File: config.mk
export PLATFORM = sky130hd
export DESIGN_NAME = shreg_fsm
export DESIGN_NICKNAME = d
export VERILOG_FILES = /design/src/rtl/shreg_fsm_pkg.sv /design/src/rtl/shreg_fsm_core.sv /design/src/rtl/shreg_fsm.sv
export SDC_FILE = /design/constraint.sdc
export NUM_CORES = 1
export LEC_CHECK = 0
export BUFFER_PORTS_ARGS = -buffer_cell sky130_fd_sc_hd__buf_4
export CAP_MARGIN = 5
export CORE_UTILIZATION = 43
export CTS_BUF_LIST = sky130_fd_sc_hd__clkbuf_8
export CTS_CLUSTER_SIZE = 28
export DETAILED_ROUTE_END_ITERATION = 16
export PLACE_DENSITY_LB_ADDON = 0.2
export SYNTH_ARGS = -nofsm -noshare
export SYNTH_HDL_FRONTEND = slang
export SYNTH_SLANG_ARGS = --single-unit
File: constraint.sdc
create_clock -name CLK -period 0.9 [get_ports CLK]
set_clock_uncertainty 0.05 [all_clocks]
set_input_delay 0 -clock CLK [delete_from_list [all_inputs] [get_ports CLK]]
set_output_delay 0 -clock CLK [all_outputs]
set_load 0.02 [all_outputs]
File: src/rtl/shreg_fsm_pkg.sv
// Shared definitions for the shreg_fsm serialiser: FSM state encoding and a
// constant-foldable ceiling-log2 used to size the bit counter.
package shreg_fsm_pkg;

  typedef enum logic {
    ST_IDLE  = 1'b0,
    ST_SHIFT = 1'b1
  } state_e;

  // Never returns less than 1 so a counter built from it always has a bit.
  function automatic int clog2(input int n);
    int r;
    int v;
    r = 0;
    v = n - 1;
    while (v > 0) begin
      r = r + 1;
      v = v >> 1;
    end
    return (r < 1) ? 1 : r;
  endfunction

endpackage

File: src/rtl/shreg_fsm_core.sv
// WIDTH-bit register with parallel load, one-bit shift and serial-out select.
// Load has priority over shift; the controller never asserts both at once.
module shreg_core #(
  parameter int WIDTH     = 8,
  parameter int MSB_FIRST = 1
) (
  input  logic             clk_i,
  input  logic             rst_i,
  input  logic             load_i,
  input  logic             shift_i,
  input  logic             si_i,
  input  logic [WIDTH-1:0] d_i,
  output logic [WIDTH-1:0] q_o,
  output logic             so_o
);

  logic [WIDTH-1:0] q_q;
  logic [WIDTH-1:0] q_d;

  always_comb begin
    q_d = q_q;
    if (load_i) begin
      q_d = d_i;
    end else if (shift_i) begin
      if (MSB_FIRST != 0) begin
        q_d = {q_q[WIDTH-2:0], si_i};
      end else begin
        q_d = {si_i, q_q[WIDTH-1:1]};
      end
    end
  end

  // Falling-edge update matches the library flip-flop cell.
  always_ff @(negedge clk_i) begin
    if (rst_i) begin
      q_q <= '0;
    end else begin
      q_q <= q_d;
    end
  end

  assign q_o  = q_q;
  assign so_o = (MSB_FIRST != 0) ? q_q[WIDTH-1] : q_q[0];

endmodule

File: src/rtl/shreg_fsm.sv
// Serial/parallel shift register with bit counter and IDLE/SHIFT control FSM.
// Pulses DONE for one cycle after exactly WIDTH shifts; HOLD stalls shifting.
module shreg_fsm
  import shreg_fsm_pkg::*;
#(
  parameter int WIDTH     = 8,
  parameter int MSB_FIRST = 1
) (
  input  logic             CLK,
  input  logic             RST,
  input  logic             LOAD,
  input  logic [WIDTH-1:0] D,
  input  logic             START,
  input  logic             HOLD,
  input  logic             SI,
  output logic             SO,
  output logic [WIDTH-1:0] Q,
  output logic             BUSY,
  output logic             DONE
);

  localparam int                 CNT_W    = clog2(WIDTH);
  localparam logic [CNT_W-1:0]   CNT_LAST = CNT_W'(WIDTH - 1);

  state_e           state_q, state_d;
  logic [CNT_W-1:0] cnt_q, cnt_d;
  logic             done_q, done_d;
  logic             load_en;
  logic             shift_en;

  always_comb begin
    state_d  = state_q;
    cnt_d    = cnt_q;
    done_d   = 1'b0;
    load_en  = 1'b0;
    shift_en = 1'b0;
    case (state_q)
      ST_IDLE: begin
        load_en = LOAD;
        if (START) begin
          state_d = ST_SHIFT;
          cnt_d   = '0;
        end
      end
      ST_SHIFT: begin
        if (!HOLD) begin
          shift_en = 1'b1;
          cnt_d    = cnt_q + CNT_W'(1);
          if (cnt_q == CNT_LAST) begin
            state_d = ST_IDLE;
            done_d  = 1'b1;
          end
        end
      end
      default: state_d = ST_IDLE;
    endcase
  end

  always_ff @(negedge CLK) begin
    if (RST) begin
      state_q <= ST_IDLE;
      cnt_q   <= '0;
      done_q  <= 1'b0;
    end else begin
      state_q <= state_d;
      cnt_q   <= cnt_d;
      done_q  <= done_d;
    end
  end

  shreg_core #(
    .WIDTH     (WIDTH),
    .MSB_FIRST (MSB_FIRST)
  ) u_core (
    .clk_i   (CLK),
    .rst_i   (RST),
    .load_i  (load_en),
    .shift_i (shift_en),
    .si_i    (SI),
    .d_i     (D),
    .q_o     (Q),
    .so_o    (SO)
  );

  assign BUSY = (state_q == ST_SHIFT);
  assign DONE = done_q;

endmodule

==> results of run 1 <==
metrics by stage:
stage	hold WS [ns]	util	setup TNS, ns
after CTS	0.3430	0.8998	-7.095
after detailed placement	0.4262	0.7068	-7.108
after global placement	0.4148	0.7068	-6.757
after floorplan	0.4080	-	-2.808
cell usage after synthesis:
master / instances
nand2_1: 14
dfxtp_1: 13
nor2_1: 7
a311oi_1: 6
a21oi_1: 5
o21ai_0: 3
a22oi_1: 2
buf_6: 2
ha_1: 2
nand3_1: 2
or2b_1: 2
a211oi_1: 1
and2_2: 1
and2b_1: 1
and2b_2: 1
buf_2: 1
buf_4: 1
clkbuf_1: 1
inv_1: 1
nand2b_1: 1
nor3b_1: 1
timing repair:
| action | in CTS |
|---|---|
| setup endpoints to repair | 24 |
| buffers inserted | 4 |
| pin swaps | 4 |
| cloned | 2 |
| hold endpoints to repair | 0 |
| gates resized for setup | 27 |
kinds of logic after synthesis:
| family | count (synthesis) |
|---|---|
| AOI/OAI and AO/OA | 17 |
| adders and majority gates | 2 |
| buffers and inverters | 6 |
| DFF | 13 |
| and+or+nand+nor | 30 |
==> run summary, run 1 <==
Post-synthesis sequential element count: 13
Clock Sink Count: 13
Buffers on Ports: 24
Synth warn: 0
Sequential fraction of the synthesis area: 0.4454
Post-synthesis mux area share: 0
Post-synthesis xor/xnor area fraction: 0
Main combinational cell family by area after synthesis: simple AND/OR/NAND/NOR gates
Routability cong.: 0.7277
Tool Error: [ERROR DPL-0038] Utilization greater than 100%, impossible to legalize
Last stage reached: global routing
Pre-CTS WS: -0.5723 ns
Cts bufs inserted: 3
CTS Buffer Depth: 2
Worst endpoint after global-route timing repair: BUSY
Syn_area_per_cell: 8.593 sq um
Placed inst area: 838.3 sq um
Site Rows: 12
Complex-gate fraction of the synthesized area: 0.1970
Status: aborted with a tool error
Initial Utilization: 0.4926
Synth Instances: 68
Die height: 38.86 um
Area share of the largest cell type after synthesis: 0.4454
Largest area contributor in the netlist: dfxtp_1
Post-synthesis cell type count: 21
Post-Synthesis Cell Area: 584.3 sq um
Synth Area in Simple Gates: 0.2420
DP HPWL: 1.014 mm
Placed insts: 111
H-Tree Depth: 1
Root buf cell: clkbuf_8
Die W: 38.86 um
Top cells by area, synth: dfxtp_1 45%, nand2_1 9.0%, a311oi_1 9.0%
Largest net degree at the start of global routing: 14
Cts hold-fix bufs: 0
Post-Synth Adder-Cell Area: 0.04283
Net count after synthesis: 84
Num ports: 25
Worst_ep kind: primary output
==> inputs of run 2 (changes only) <==
--- a/config.mk
+++ b/config.mk
@@ -7,11 +7,10 @@
 export LEC_CHECK = 0
 export BUFFER_PORTS_ARGS = -buffer_cell sky130_fd_sc_hd__buf_4
 export CAP_MARGIN = 5
-export CORE_UTILIZATION = 43
-export CTS_BUF_LIST = sky130_fd_sc_hd__clkbuf_8
-export CTS_CLUSTER_SIZE = 28
+export CORE_AREA = 2 2 63 65
 export DETAILED_ROUTE_END_ITERATION = 16
-export PLACE_DENSITY_LB_ADDON = 0.2
+export DIE_AREA = 0 0 65 67
+export PLACE_DENSITY_LB_ADDON = 0.15
 export SYNTH_ARGS = -nofsm -noshare
 export SYNTH_HDL_FRONTEND = slang
 export SYNTH_SLANG_ARGS = --single-unit
==> constraint.sdc (replaced) <==
create_clock -name CLK -period 1.2 [get_ports CLK]
set_clock_uncertainty 0.05 [all_clocks]
set_input_delay 0 -clock CLK [delete_from_list [all_inputs] [get_ports CLK]]
set_output_delay 0 -clock CLK [all_outputs]
set_load 0.02 [all_outputs]
==> run 2 against run 1 <==
Compared with the run above: the flow now finishes, with violations (setup timing); synthesized cell count is the same; area after synthesis is the same.
==> run summary, run 2 <==
Status: finished with violations (was aborted with a tool error)
Failing checks: setup timing
Routability cong.: 0.6559 (was 0.7277)
Crit path max-delay family: flip-flops
Total GRT Usage: 0.08131
Worst reg2reg path depth: 4
Lkg Pwr: 0.5207 nW
CTS clk-pin slew, worst paths: 0.03 ns
Crit path from: u_core.q_o[7]$_SDFFE_NP0P_
Max Cap Viol: 0
Initial Utilization: 0.1620 (was 0.4926)
Net count after synthesis: 84 (unchanged)
NumNets Final: 135
Placed inst area: 832.0 sq um (was 838.3 sq um)
Vias per Instance: 4.090
Die height: 67 um (was 38.86 um)
Placed insts: 141 (was 111)
Crit Path Max Fanout: 3
Core Util, Final: 0.3050
Top cells by area, synth: dfxtp_1 45%, nand2_1 9.0%, a311oi_1 9.0% (unchanged)
Largest area contributor in the netlist: dfxtp_1 (unchanged)
Die Area: 0.004355 sq mm
First-pass GRT wire length: 2.656 mm
GR Overflow Total: 0
P&R area growth vs syn: 88.22%
CORE AREA: 0.003606 sq mm
Critical path depth in cells: 1
Initial antenna violation count: 0
Area share of the largest cell type after synthesis: 0.4454 (unchanged)
Buffers on Ports: 24 (unchanged)
Hold WC Path Type: reg -> reg
Commonest non-fill, non-tap cell in the layout: buf_4
Critical Path Sink: Q[7]
DRC viols: 0
Fin area: 0.001100 sq mm
Clk_lat worst skew: 0.31 ns
Root buf cell: clkbuf_8 (unchanged)
Initial DRC Count: 16
CTS tree: built
Final worst setup slack: -0.2170 ns
Crit path max-delay cell type: dfxtp_2
N_diodes: 0
Power Total: 1.324 mW
Rel. slew slack: 0.8603
CP arrival: 1.37 ns
H-Tree Depth: 1 (unchanged)
DP HPWL: 1.185 mm (was 1.014 mm)
WL final: 1.857 mm
Final Hold Fails: 0
R2R Path Start: BUSY$_SDFF_NP0_
Avg WL per Cell: 11.19 um
Maximum VDD drop: 344.7 uV
Post-synth top cells: 14 x nand2_1, 13 x dfxtp_1, 7 x nor2_1 (unchanged)
Layout cells sized above 1: 0.5339
Count leader, synth: nand2_1 (unchanged)
Vias: 679
Number of global-route vias before repair: 628
Reg2Reg Setup Slack: 0 ns
Cts bufs inserted: 3 (unchanged)
Crit. End Element: primary output
Critical path's largest stage delay: 0.34 ns
Die W: 65 um (was 38.86 um)
Max FFs per register: 8
Drt first pass iters: 4
Slew @ Worst Pin: 0.2081 ns
Pwr Density: 1204 mW/mm^2
Post-Synthesis Cell Area: 584.3 sq um (unchanged)
CP required: 1.15 ns
CP Class: reg -> out
Num ports: 25 (unchanged)
Sequential fraction of the synthesis area: 0.4454 (unchanged)
Critical path buffers and inverters: 1
CP Cell Sequence: buf_6
Final Non-Filler Cells: 166
Final-report max-slew violation count: 0
Post-synthesis cell type count: 21 (unchanged)
Post-synth EDFFs: 0 (unchanged)
Cts hold-fix bufs: 0 (unchanged)
CTS Buffer Depth: 2 (unchanged)
Synth warn: 0 (unchanged)
Post-synthesis sequential element count: 13 (unchanged)
Most frequent cells in the layout: 26 x buf_4, 14 x nand2_1, 14 x inv_1, 11 x buf_6, 9 x dfxtp_2
Syn_area_per_cell: 8.593 sq um (unchanged)
Site Rows: 22 (was 12)
Largest net degree at the start of global routing: 14
Asr flop ratio synth: 0 (unchanged)
RR Endpoint: BUSY$_SDFF_NP0_
RSZ-0062 raised after global routing: true
Startpoint Class: flop
Clock Sink Count: 13 (unchanged)
Endpoints failing setup: 12
Antenna viol nets, final: 0
Synth Instances: 68 (unchanged)
Post-synth top flop: dfxtp_1 (unchanged)
==> run 2: cell counts after synthesis <==
Identical to the previous run, type by type.
==> run 2: tightest hold or removal path: cells and delay by family, from the launching register on <==
kind / cells / cell delay, ns
DFF: 1 / 0.31
AOI/OAI and AO/OA: 2 / 0.10
==> run 2: routing by layer <==
| layer | GRT usage | share of wire |
|---|---|---|
| met1 | 0.08806 | 0.39 |
| met5 | 0 | 0 |
| met4 | 0.07979 | 0.015 |
| met3 | 0.03547 | 0.089 |
| met2 | 0.1160 | 0.51 |
==> run 2: metrics by stage <==
step	worst slack [ns]	setup TNS (ns)	hold slack (ns)
4_1_cts	-0.2340	-2.342	0.4297
5_1_grt	-0.2582	-2.693	0.4421
3_3_place_gp	-0.4556	-4.776	0.4202
6_report	-0.2170	-2.230	0.4170
3_5_place_dp	-0.4532	-4.640	0.4255
2_1_floorplan	-0.1245	-0.9252	0.4074
==> run 2: worst min path at each step <==
| stage | end | start | cells after the start | slack, ns |
|---|---|---|---|---|
| finish | cnt_q[1]$_SDFFE_NP0P_ | cnt_q[1]$_SDFFE_NP0P_ | 2 | 0.42 |
| global route | cnt_q[1]$_SDFFE_NP0P_ | cnt_q[1]$_SDFFE_NP0P_ | 2 | 0.44 |
| CTS | cnt_q[1]$_SDFFE_NP0P_ | cnt_q[1]$_SDFFE_NP0P_ | 2 | 0.43 |
| detailed placement | u_core.q_o[7]$_SDFFE_NP0P_ | u_core.q_o[7]$_SDFFE_NP0P_ | 2 | 0.43 |
| global placement | cnt_q[1]$_SDFFE_NP0P_ | cnt_q[1]$_SDFFE_NP0P_ | 2 | 0.42 |
| floorplan | cnt_q[1]$_SDFFE_NP0P_ | cnt_q[1]$_SDFFE_NP0P_ | 2 | 0.41 |
==> run 2: cell families (layout without fill, tap and decap cells) <==
logic type / Yosys count / in the layout / synth area share
AO/OA/AOI/OAI: 17 / 17 / 0.1970
adder cells (fa/ha/maj): 2 / 2 / 0.04282
AND/OR/NAND/NOR: 30 / 32 / 0.2420
flip-flops: 13 / 13 / 0.4454
buffers and inverters: 6 / 54 / 0.07279
==> run 2: timing repair <==
item	CTS	global route
pin swaps	1	0
buffers inserted	5	2
setup endpoints to repair	22	20
resized for setup	26	14
gates cloned	0	2
==> run 2: power by group <==
part | switching, mW | leakage (nW) | internal (mW)
logic | 0.125 | 0.314 | 0.156
clock network | 0.274 | 0.0961 | 0.284
registers | 0.0198 | 0.111 | 0.465
total | 0.419 | 0.521 | 0.906
==> run 2: layout make-up <==
class,instances,area [sq um]
Fill cell,398,2506
Multi-Input combinational cell,51,351.6
Timing Repair Buffer,37,319.1
Sequential cell,13,275.3
Tap cell,48,60.06
Clock inverter,14,52.55
Clock buffer,3,41.29
No activity file was read; power rests on OpenSTA's default activity.
